==> config.mk <==
export PLATFORM = sky130hd
export DESIGN_NAME = cache_mem_arbiter_flat
export DESIGN_NICKNAME = d
export VERILOG_FILES = /design/src/rtl/cache_mem_arbiter_if.sv /design/src/rtl/cache_mem_arbiter.sv /design/src/flat_wrapper.sv
export SDC_FILE = /design/constraint.sdc
export NUM_CORES = 1
export LEC_CHECK = 0
export CORE_MARGIN = 2
export CORE_UTILIZATION = 30
export DETAILED_ROUTE_END_ITERATION = 8
export DONT_BUFFER_PORTS = 1
export SLEW_MARGIN = 25
export SYNTH_ARGS = -nofsm -noshare
export SYNTH_HDL_FRONTEND = slang
export SYNTH_SLANG_ARGS = --single-unit
==> constraint.sdc <==
create_clock -name CLK -period 3.45 [get_ports CLK]
set_input_delay 0.69 -clock CLK [delete_from_list [all_inputs] [get_ports CLK]]
set_output_delay 0.69 -clock CLK [all_outputs]
set_load 0.05 [all_outputs]
==> src/rtl/cache_mem_arbiter_if.sv <==
// rtl/cache_mem_arbiter_if.sv - cache/RAM bus bundle for cache_mem_arbiter
// Purpose: groups the icache, dcache and shared-RAM signals of the arbiter.
// Ports (signals):
//   icache : iREN, iaddr (to arbiter); iwait, iload (from arbiter)
//   dcache : dREN, dWEN, daddr, dstore (to arbiter); dwait, dload (from arbiter)
//   RAM    : ram_req, ram_wen, ram_addr, ram_wdata (from arbiter);
//            ram_rdata, ram_ack (to arbiter)
// Modports: slave = arbiter view, master = environment (caches + RAM) view.
interface cache_mem_arbiter_if #(
  parameter int ADDR_W = 32,
  parameter int DATA_W = 32
) ();
  logic              iREN;
  logic [ADDR_W-1:0] iaddr;
  logic              iwait;
  logic [DATA_W-1:0] iload;
  logic              dREN;
  logic              dWEN;
  logic [ADDR_W-1:0] daddr;
  logic [DATA_W-1:0] dstore;
  logic              dwait;
  logic [DATA_W-1:0] dload;
  logic              ram_req;
  logic              ram_wen;
  logic [ADDR_W-1:0] ram_addr;
  logic [DATA_W-1:0] ram_wdata;
  logic [DATA_W-1:0] ram_rdata;
  logic              ram_ack;

  modport slave (
    input  iREN, iaddr, dREN, dWEN, daddr, dstore, ram_rdata, ram_ack,
    output iwait, iload, dwait, dload, ram_req, ram_wen, ram_addr, ram_wdata
  );

  modport master (
    output iREN, iaddr, dREN, dWEN, daddr, dstore, ram_rdata, ram_ack,
    input  iwait, iload, dwait, dload, ram_req, ram_wen, ram_addr, ram_wdata
  );
endinterface

==> src/rtl/cache_mem_arbiter.sv <==
// rtl/cache_mem_arbiter.sv - icache/dcache arbiter onto one shared RAM port
// Purpose: grants one single-word RAM transaction at a time, data side first,
//   with a streak limit so instruction fetches are not starved. Returns read
//   data and wait status to the granted cache; stale responses are dropped.
// Ports:
//   CLK  - clock, all state on posedge
//   RST  - synchronous active-high reset
//   bus  - cache_mem_arbiter_if.slave (icache, dcache and RAM signals)
module cache_mem_arbiter #(
  parameter int ADDR_W       = 32,
  parameter int DATA_W       = 32,
  parameter int MAX_D_STREAK = 4
) (
  input logic                 CLK,
  input logic                 RST,
  cache_mem_arbiter_if.slave  bus
);
  localparam int SW = $clog2(MAX_D_STREAK + 1);
  localparam logic [SW-1:0] STREAK_MAX = SW'(MAX_D_STREAK);

  typedef enum logic [1:0] {IDLE, SERVE_I, SERVE_D} state_t;

  state_t            state;
  logic [SW-1:0]     streak;
  logic              req_q;
  logic              wen_q;
  logic [ADDR_W-1:0] addr_q;
  logic [DATA_W-1:0] wdata_q;
  logic [DATA_W-1:0] iload_q;
  logic [DATA_W-1:0] dload_q;

  logic d_any;
  logic d_pick;
  logic i_live;
  logic d_live;
  logic i_done;
  logic d_done;

  assign d_any  = bus.dREN | bus.dWEN;
  // D wins unless I is waiting and D has already had its full streak.
  assign d_pick = d_any && !(bus.iREN && (streak == STREAK_MAX));

  // A response is only delivered if the requester still wants the same word.
  assign i_live = bus.iREN && (bus.iaddr == addr_q);
  assign d_live = d_any && (bus.daddr == addr_q) && (bus.dWEN == wen_q);

  // Gated by RST so an ack landing in the reset cycle is never delivered.
  assign i_done = !RST && (state == SERVE_I) && bus.ram_ack && i_live;
  assign d_done = !RST && (state == SERVE_D) && bus.ram_ack && d_live;

  assign bus.iwait     = !i_done;
  assign bus.dwait     = !d_done;
  assign bus.iload     = i_done ? bus.ram_rdata : iload_q;
  assign bus.dload     = d_done ? (wen_q ? '0 : bus.ram_rdata) : dload_q;
  assign bus.ram_req   = req_q;
  assign bus.ram_wen   = wen_q;
  assign bus.ram_addr  = addr_q;
  assign bus.ram_wdata = wdata_q;

  always_ff @(posedge CLK) begin
    if (RST) begin
      state   <= IDLE;
      streak  <= '0;
      req_q   <= 1'b0;
      wen_q   <= 1'b0;
      addr_q  <= '0;
      wdata_q <= '0;
      iload_q <= '0;
      dload_q <= '0;
    end else begin
      case (state)
        IDLE: begin
          if (d_pick) begin
            state   <= SERVE_D;
            req_q   <= 1'b1;
            wen_q   <= bus.dWEN;
            addr_q  <= bus.daddr;
            wdata_q <= bus.dstore;
            if (bus.iREN)
              streak <= (streak == STREAK_MAX) ? streak : streak + 1'b1;
            else
              streak <= '0;
          end else if (bus.iREN) begin
            state   <= SERVE_I;
            req_q   <= 1'b1;
            wen_q   <= 1'b0;
            addr_q  <= bus.iaddr;
            wdata_q <= '0;
            streak  <= '0;
          end
        end
        SERVE_I, SERVE_D: begin
          // The RAM transaction always runs to its ack, stale or not.
          if (bus.ram_ack) begin
            state <= IDLE;
            req_q <= 1'b0;
          end
          if (i_done) iload_q <= bus.ram_rdata;
          if (d_done) dload_q <= wen_q ? '0 : bus.ram_rdata;
        end
        default: begin
          state <= IDLE;
          req_q <= 1'b0;
        end
      endcase
    end
  end
endmodule
==> src/flat_wrapper.sv <==
// flat-port wrapper written by rule: the top's interface ports become plain ports
module cache_mem_arbiter_flat 
#(
  parameter int ADDR_W       = 32,
  parameter int DATA_W       = 32,
  parameter int MAX_D_STREAK = 4
)
  (CLK, RST, bus_iREN, bus_iaddr, bus_dREN, bus_dWEN, bus_daddr, bus_dstore, bus_ram_rdata, bus_ram_ack, bus_iwait, bus_iload, bus_dwait, bus_dload, bus_ram_req, bus_ram_wen, bus_ram_addr, bus_ram_wdata);
  cache_mem_arbiter_if #(.ADDR_W(ADDR_W), .DATA_W(DATA_W)) bus_i ();
  input logic CLK;
  input logic RST;
  input wire logic [$bits(bus_i.iREN)-1:0] bus_iREN;
  input wire logic [$bits(bus_i.iaddr)-1:0] bus_iaddr;
  input wire logic [$bits(bus_i.dREN)-1:0] bus_dREN;
  input wire logic [$bits(bus_i.dWEN)-1:0] bus_dWEN;
  input wire logic [$bits(bus_i.daddr)-1:0] bus_daddr;
  input wire logic [$bits(bus_i.dstore)-1:0] bus_dstore;
  input wire logic [$bits(bus_i.ram_rdata)-1:0] bus_ram_rdata;
  input wire logic [$bits(bus_i.ram_ack)-1:0] bus_ram_ack;
  output wire logic [$bits(bus_i.iwait)-1:0] bus_iwait;
  output wire logic [$bits(bus_i.iload)-1:0] bus_iload;
  output wire logic [$bits(bus_i.dwait)-1:0] bus_dwait;
  output wire logic [$bits(bus_i.dload)-1:0] bus_dload;
  output wire logic [$bits(bus_i.ram_req)-1:0] bus_ram_req;
  output wire logic [$bits(bus_i.ram_wen)-1:0] bus_ram_wen;
  output wire logic [$bits(bus_i.ram_addr)-1:0] bus_ram_addr;
  output wire logic [$bits(bus_i.ram_wdata)-1:0] bus_ram_wdata;
  assign bus_i.iREN = bus_iREN;
  assign bus_i.iaddr = bus_iaddr;
  assign bus_i.dREN = bus_dREN;
  assign bus_i.dWEN = bus_dWEN;
  assign bus_i.daddr = bus_daddr;
  assign bus_i.dstore = bus_dstore;
  assign bus_i.ram_rdata = bus_ram_rdata;
  assign bus_i.ram_ack = bus_ram_ack;
  assign bus_iwait = bus_i.iwait;
  assign bus_iload = bus_i.iload;
  assign bus_dwait = bus_i.dwait;
  assign bus_dload = bus_i.dload;
  assign bus_ram_req = bus_i.ram_req;
  assign bus_ram_wen = bus_i.ram_wen;
  assign bus_ram_addr = bus_i.ram_addr;
  assign bus_ram_wdata = bus_i.ram_wdata;
  cache_mem_arbiter #(.ADDR_W(ADDR_W), .DATA_W(DATA_W), .MAX_D_STREAK(MAX_D_STREAK)) u_core (.CLK(CLK), .RST(RST), .bus(bus_i));
endmodule
# After elaboration in Yosys (flattened, before gate mapping)
# Index checks and enable logic that the tools add are counted.
[totals]
ff_bits = 135
input_bits = 134
out_inout_bits = 132
wordCells = 61
[op_classes]
n_addsub = 1
n_eq_ne = 9
mux = 21
n_bitwise = 1
reduce_logical = 21
[op_table]
columns = ["op", "count"]
rows = [
  ["2-to-1 mux 32 bit", 7],
  ["equality test 32 bit", 2],
  ["2-to-1 mux 3 bit", 4],
  ["logical AND 1 bit", 11],
  ["2-to-1 mux 2 bit", 3],
  ["2-to-1 mux 1 bit", 5],
  ["zero test 1 bit", 4],
  ["one-hot mux 2 bit (2 select lines)", 1],
  ["AND reduction 2 bit", 2],
  ["adder 3 x 1 -> 3 bit (second input constant)", 1],
  ["equality test 3 bit (second input constant)", 1],
  ["!= test 3 x 2 -> 1 bit (second input constant)", 1],
  ["!= test 3 bit (second input constant)", 1],
  ["AND reduction 3 bit", 1],
  ["equality test 2 x 1 -> 1 bit (second input constant)", 1],
  ["equality test 2 bit (second input constant)", 1],
  ["zero test 2 bit", 1],
  ["!= test 2 bit (second input constant)", 1],
  ["one-hot mux 1 bit (2 select lines)", 1],
  ["nonzero test 2 bit", 1],
  ["OR reduction 2 bit", 1],
  ["equality test 1 bit", 1],
  ["bitwise OR 1 bit", 1],
]

# Depth between registers and ports, before layout
# Gate-level depths: netlist of the first run.
[depth]
depth_word = 6
depth_mapped = 9
depth_no_buf = 7

# Worst setup path after synthesis of the first run
# Ideal clock, no wire load.
[synth_timing]
kind = "input to output"
from = "input port bus_iREN"
to = "output port bus_iload[0]"
t_arrival_ns = 2.598
t_required_ns = 2.760
slack_ns = 0.162
path_stages = 7
path_buffers = 2
path_cell_list = "buf_4 nand2_1 a2111oi_4 nand3_2 nor4_4 buf_6 mux2_1"
[synth_between]
elab_chain_cells = 3
[synth_rtl]
columns = ["element", "line_no", "text"]
rows = [
  ["start: declaration", "flat_wrapper.sv:12", "input wire logic [$bits(bus_i.iREN)-1:0] bus_iREN;"],
  ["logical AND 1 bit", "cache_mem_arbiter.sv:44", "assign i_live = bus.iREN && (bus.iaddr == addr_q);"],
  ["logical AND 1 bit", "cache_mem_arbiter.sv:48", "assign i_done = !RST && (state == SERVE_I) && bus.ram_ack && i_live;"],
  ["2-to-1 mux 32 bit", "cache_mem_arbiter.sv:53", "assign bus.iload = i_done ? bus.ram_rdata : iload_q;"],
  ["end: declaration", "flat_wrapper.sv:21", "output wire logic [$bits(bus_i.iload)-1:0] bus_iload;"],
]
# Every way passes these cells.

# Worst setup path in the final report of the first run
[layout_timing]
from = "register u_core.addr_q[28] (netlist: u_core.bus.ram_addr[28])"
to = "output port bus_iload[25]"
[layout_between]
elab_chain_cells = 4
[layout_rtl]
columns = ["element", "line_no", "text"]
rows = [
  ["start: declaration", "cache_mem_arbiter.sv:27", "logic [ADDR_W-1:0] addr_q;"],
  ["start signal: assignment", "cache_mem_arbiter.sv:77", "addr_q <= bus.daddr;"],
  ["start signal: assignment", "cache_mem_arbiter.sv:87", "addr_q <= bus.iaddr;"],
  ["equality test 32 bit", "cache_mem_arbiter.sv:44", ""],
  ["logical AND 1 bit", "cache_mem_arbiter.sv:44", ""],
  ["logical AND 1 bit", "cache_mem_arbiter.sv:48", ""],
  ["2-to-1 mux 32 bit", "cache_mem_arbiter.sv:53", ""],
]
# Every way passes these cells.

==> metrics.csv, run 1 <==
metric,value,unit
PwrDens,476,mW/mm^2
antenna violations before repair,0,
sequential share of the synthesized area,36.2,%
setup TNS,0,ps
Post-DP Area,0.00833,sq mm
Tcrit/Tclk final,100,%
wire length per cell,20.6,um
number of synthesized register bits,135,
total gr overflow,0,
worst setup path startpoint,u_core.bus.ram_addr[28]$_SDFFE_PP0P_,
Clock Tree Buf Depth,2,
"commonest non-fill, non-tap cell in the layout",dfxtp_1,
"Slew Viols, Final",0,
Core Box Area,0.0244,sq mm
IO Pins,266,
status,"finished, final reports clean",
I/O Buffers,0,
Setup Slack @ Placement,48.4,ps
fin area,0.00961,sq mm
crit-path cells,"buf_12, xor2_4, nor4_4, buf_4, nand3_4, nor4_4, buf_6, clkbuf_16, mux2_4, buf_6",
number of global-route vias before repair,6465,
CP Data Required Time,2760,ps
DRT iter0 DRCs,441,
clock-pin slew on the worst setup and hold paths,60,ps
clk_skew,19.5,ps
Synth Net Count,981,
synthesized area,0.00746,sq mm
Residual DRC,0,
cell count after placement,1187,
Crit Path Class,register to output pin,
final setup fails,0,
Final Core Density,39.4,%
Max Cap Viol,0,
fmax,290,MHz
First-pass DRT Iterations,5,
VDD IR max,0.279,mV
layout cell share with drive strength beyond 1,24.8,%
setup ws final,1.63,ps
Initial Util,30.6,%
critical path depth,10,
Crit-path slowest cell,dfxtp_2,
RePlAce Congestion,0.815,
routed wire length,25400,um
RSZ-0062 raised after global routing,yes,
Rows,57,
crit path DAT,2760,ps
yosys warns,0,
vias per cell,5.38,
Layout area overhead,28.9,%
CP max FO,8,
Final HPWL DP,16000,um
htree depth,4,
first-pass GRT wire length,36900,um
Async SR Flop Fraction,0,%
"EDFF count, synth",0,
routed vias,6627,
Synth Instances,842,
Final Total Pwr,4.58,mW
clock latency on the worst-skew pair,430,ps
reg2reg end,u_core.dload_q[11]$_SDFFE_PP0N_,
die area,0.0261,sq mm
most frequent cells in the layout,"132 x dfxtp_1, 73 x nor2_1, 68 x nand2b_1, 66 x nand2_1, 57 x mux2_4",
hold path start,RST,
Inserted Diodes,0,
Die Y,162,um
CP endpoint,bus_iload[25],
"Distinct cells, synth",47,
Startpoint Class,register,
Final Instance Count excl. Fillers,1231,
Total GRT Usage,18.0,%
CTS buffer count,17,
Sink Count,135,
worst r2r path cells,11,
Mean Syn Cell Area,8.85,sq um
fin nets,1033,
Lkg Pwr,3.64,nW
worst path bufs/invs,5,
FF-to-FF Start,u_core.state[0]$_SDFFE_PP0P_,
CTS Hold Bufs,0,
Die X-Extent,162,um
minimum clock period after layout,3450,ps
delay of the slowest critical-path stage,330,ps
flop-to-flop setup slack,990,ps
final hold slack,340,ps
Hold Path Class,primary input to register,
"Top FF cell, synth",dfxtp_1,
Antenna Nets Post-Route,0,
Worst Setup End Kind,output pin,
largest net degree at the start of global routing,170,
Final Hold Viols,0,
Worst-Margin Slew,818,ps
Rel. slew slack,45.5,%
top cell family by delay on the critical path,buffers and inverters,
CTS tree,done,
Root Driver,clkbuf_16,
## state kept, by name (all words and copies together), names as in the netlist
register	flops
u_core.iload_q	32
u_core.bus.ram_wen	1
u_core.bus.ram_addr	32
u_core.bus.ram_wdata	32
u_core.bus.ram_req	1
u_core.dload_q	32
u_core.state	2
u_core.streak	3
## final cells by class
| class | instances | area [sq um] |
|---|---|---|
| Clock buffer | 18 | 429 |
| Clock inverter | 14 | 150 |
| Fill cell | 2416 | 14800 |
| Inverter | 9 | 33.8 |
| Multi-Input combinational cell | 625 | 4780 |
| Sequential cell | 135 | 2710 |
| Tap cell | 324 | 405 |
| Timing Repair Buffer | 106 | 1100 |
## repair_timing
action | 4_1_cts | 5_1_grt
pin swaps | 3 | 7
resized for setup | 40 | 91
setup buffers | 3 | 4
endpoints found under the setup margin | 56 | 64
gates cloned | 1 | 4
## per-layer routing
| layer | share of wire (%) | vias up | track usage, % |
|---|---|---|---|
| met3 | 7.6 | 21 | 5.39 |
| li1 | - | 3117 | - |
| met4 | 1.4 | 0 | 5.59 |
| met5 | 0 | - | 0 |
| met2 | 48 | 252 | 29.3 |
| met1 | 43 | 3237 | 22.9 |
## kinds of logic (layout without fill, tap and decap cells)
group                      after synthesis  count (layout)  share of synthesized area, %
and+or+nand+nor                        319             319                          22.8
AOI/OAI and AO/OA                      147             147                          14.6
DFF                                    135             135                          36.2
muxes                                   96              96                          14.0
buffers and inverters                   82             147                          4.68
xor gates and xnor gates                58              58                          6.81
adders and majority gates                5               5                         0.839
## worst reg2reg max path: stages, from the launching register on
cell and delay, ps:
dfxtp_1 330, inv_1 90, ha_1 180, nand3b_1 90, nor4b_1 280, nand4b_1 220, buf_4 190, buf_4 120
buf_4 130, nor4_4 190, buf_12 310, mux2i_1 250
## synthesized netlist by cell type, types with 3 or more instances
master    number  area (sq um)
xor2_1        50           438
ha_1           5          62.6
mux2_1        40           450
a311oi_1      32           280
clkbuf_1      62           233
a22oi_1       35           263
buf_6          3          33.8
xnor2_1        8          70.1
mux2_2        24           270
inv_1          9          33.8
mux2i_1       32           320
nand2_1       66           248
a21oi_1       35           175
buf_4          4          30.0
nor2_1        73           274
nand3_1        4          20.0
nor4_1        14          87.6
dfxtp_1      135          2700
nand2b_1      68           425
buf_2          3          15.0
nand4_1       38           238
nor2b_1       38           238
o31ai_1       33           248
## worst min path at each step
stage / endpoint / depth (start not counted) / slack, ps
2_1_floorplan: u_core.iload_q[0]$_SDFFE_PP0N_ / 2 / 440
3_3_place_gp: u_core.iload_q[12]$_SDFFE_PP0N_ / 2 / 450
3_5_place_dp: u_core.iload_q[8]$_SDFFE_PP0N_ / 2 / 460
4_1_cts: u_core.iload_q[20]$_SDFFE_PP0N_ / 1 / 320
5_1_grt: u_core.iload_q[18]$_SDFFE_PP0N_ / 1 / 320
6_report: u_core.iload_q[18]$_SDFFE_PP0N_ / 1 / 340
## report_power, final
| part | internal, mW | total (mW) | switching [mW] |
|---|---|---|---|
| logic | 0.303 | 0.866 | 0.563 |
| clock network | 1.07 | 1.84 | 0.769 |
| registers | 1.65 | 1.87 | 0.217 |
| total | 3.03 | 4.58 | 1.55 |
Power figures use the tool's default switching activity.
==> run 2, diff against run 1 <==
==> constraint.sdc (replaced) <==
create_clock -name CLK -period 4.3 [get_ports CLK]
set_input_delay 0.86 -clock CLK [delete_from_list [all_inputs] [get_ports CLK]]
set_output_delay 0.86 -clock CLK [all_outputs]
set_load 0.05 [all_outputs]
==> metrics.csv, run 2 (synthesized netlist as in run 1, its figures left out) <==
metric,value,unit,change
status,"finished, final reports clean",,unchanged
Post-CTS Setup Bufs,0,,was 3
CTS Hold Bufs,0,,unchanged
Worst-Margin Slew,772,ps,was 818 ps
clock-pin slew on the worst setup and hold paths,60,ps,about the same
routed vias,6398,,was 6627
Register Area,0.00271,sq mm,about the same
clk_skew,9.85,ps,was 19.5 ps
Multi-input gate area,0.00444,sq mm,was 0.00478 sq mm
number of global-route vias before repair,6159,,was 6465
wire length per cell,19.1,um,was 20.6 um
Setup Slack @ Placement,299,ps,was 48.4 ps
Startpoint Class,register,,unchanged
Clock Tree Buf Depth,2,,unchanged
Total GRT Usage,17.1,%,was 18.0%
delay of the slowest critical-path stage,600,ps,was 330 ps
fin nets,1001,,was 1033
top cell family by delay on the critical path,simple AND/OR/NAND/NOR gates,,was buffers and inverters
Residual DRC,0,,unchanged
Die Y,162,um,unchanged
Core Box Area,0.0244,sq mm,unchanged
crit path DAT,3210,ps,was 2760 ps
worst path bufs/invs,4,,was 5
most frequent CP cell,buf_4,,
vias per cell,5.34,,was 5.38
"commonest non-fill, non-tap cell in the layout",dfxtp_1,,unchanged
Lkg Pwr,3.42,nW,was 3.64 nW
reg2reg end,u_core.dload_q[29]$_SDFFE_PP0N_,,was u_core.dload_q[11]$_SDFFE_PP0N_
worst r2r path cells,7,,was 11
CP max FO,32,,was 8
hold path start,u_core.iload_q[13]$_SDFFE_PP0N_,,was RST
setup ws final,232,ps,was 1.63 ps
layout cell share with drive strength beyond 1,16.6,%,was 24.8%
Antenna Nets Post-Route,0,,unchanged
Die X-Extent,162,um,unchanged
cell count after placement,1166,,was 1187
VDD IR max,0.190,mV,was 0.279 mV
Max Cap Viol,0,,unchanged
htree depth,4,,unchanged
FF-to-FF Start,u_core.bus.ram_addr[15]$_SDFFE_PP0P_,,was u_core.state[0]$_SDFFE_PP0P_
First-pass DRT Iterations,5,,unchanged
I/O Buffers,0,,unchanged
fin area,0.00881,sq mm,was 0.00961 sq mm
fmax,246,MHz,
Final Instance Count excl. Fillers,1199,,was 1231
"Slew Viols, Final",0,,unchanged
flop-to-flop setup slack,1470,ps,was 990 ps
Hold Path Class,register to register,,was primary input to register
final setup fails,0,,unchanged
crit-path cells,"buf_4, xor2_1, nor4_1, buf_4, nand2_1, nor4_4, buf_12, mux2_1, buf_4",,"was buf_12, xor2_4, nor4_4, buf_4, nand3_4, nor4_4, buf_6, clkbuf_16, mux2_4, buf_6"
CP Data Required Time,3440,ps,was 2760 ps
hold depth,2,,was 1
Fillers,2500,,was 2416
critical path depth,9,,was 10
Initial Util,30.6,%,unchanged
DRT iter0 DRCs,445,,was 441
Sink Count,135,,unchanged
first-pass GRT wire length,35200,um,was 36900 um
CTS buffer count,17,,unchanged
Rows,57,,unchanged
Worst Hold Path EP,u_core.iload_q[13]$_SDFFE_PP0N_,,was u_core.iload_q[18]$_SDFFE_PP0N_
Layout area overhead,18.2,%,was 28.9%
Crit Path Class,register to output pin,,unchanged
Final Hold Viols,0,,unchanged
Post-DP Area,0.00816,sq mm,was 0.00833 sq mm
die area,0.0261,sq mm,unchanged
antenna violations before repair,0,,unchanged
CTS tree,done,,unchanged
PwrDens,422,mW/mm^2,was 476 mW/mm^2
most frequent cells in the layout,"132 x dfxtp_1, 73 x nor2_1, 71 x buf_4, 68 x nand2b_1, 66 x nand2_1",,"was 132 x dfxtp_1, 73 x nor2_1, 68 x nand2b_1, 66 x nand2_1, 57 x mux2_4"
Final HPWL DP,15700,um,was 16000 um
routed wire length,22900,um,was 25400 um
Tcrit/Tclk final,94.6,%,
Worst Setup End Kind,output pin,,unchanged
Rel. slew slack,48.0,%,was 45.5%
Inserted Diodes,0,,unchanged
RSZ-0062 raised after global routing,no,,was yes
Crit-path slowest cell,nor4_1,,was dfxtp_2
Root Driver,clkbuf_16,,unchanged
largest net degree at the start of global routing,170,,unchanged
clock latency on the worst-skew pair,420,ps,was 430 ps
setup TNS,0,ps,unchanged
total gr overflow,0,,unchanged
IO Pins,266,,unchanged
RePlAce Congestion,0.803,,was 0.815
minimum clock period after layout,4070,ps,
[run 2: worst max path at each step]
stage | start | end | slack, ps
floorplan | bus_iREN | bus_iload[0] | 670
detailed placement | bus_dWEN | bus_dload[28] | 300
global route | u_core.bus.ram_addr[25]$_SDFFE_PP0P_ | bus_iload[25] | 60
global placement | bus_dWEN | bus_dload[28] | 310
CTS | u_core.bus.ram_addr[27]$_SDFFE_PP0P_ | bus_iload[28] | 130
finish | u_core.bus.ram_addr[26]$_SDFFE_PP0P_ | bus_iload[25] | 230
[run 2: layout make-up]
type | count | area share (%)
clock buffers | 21 | 5.45
clock inverters | 11 | 1.66
inverters | 9 | 0.383
multi-input cells | 625 | 50.4
flip-flops and latches | 135 | 30.7
well taps | 324 | 4.60
repair buffers | 74 | 6.81
[run 2: stage by stage]
stage	util (%)	hold slack (ps)	total power [mW]
after detailed placement	33.4	447	2.17
after global placement	33.4	441	2.16
after floorplan	-	440	2.01
final	36.1	457	3.72
after global routing	36.1	469	3.88
after CTS	36.0	456	3.76
[run 2: timing repair]
item,CTS,global route
endpoints found under the setup margin,0,25
endpoints found under the hold margin,0,0
gates resized for setup,0,2
[run 2: routing by layer]
metal  track usage, %  vias up  part of all wire, %
met5                0        -                    0
met4             4.99        0                  1.6
met3             5.80       26                  9.2
met2             27.4      274                   46
met1             21.9     3041                   43
li1                 -     3057                    -
[run 2: worst register-to-register path: stages, from the launching register on]
cell and delay, ps:
dfxtp_1 300, buf_4 190, xor2_1 180, nor4_1 540
nand4_1 370, nor4_4 320, buf_4 520, mux2i_1 330
[run 2: power breakdown]
group,switching (mW),internal [mW],leakage [nW]
clock,0.600,0.975,0.305
sequential,0.172,1.33,1.10
combinational,0.430,0.218,2.02
total,1.20,2.52,3.42
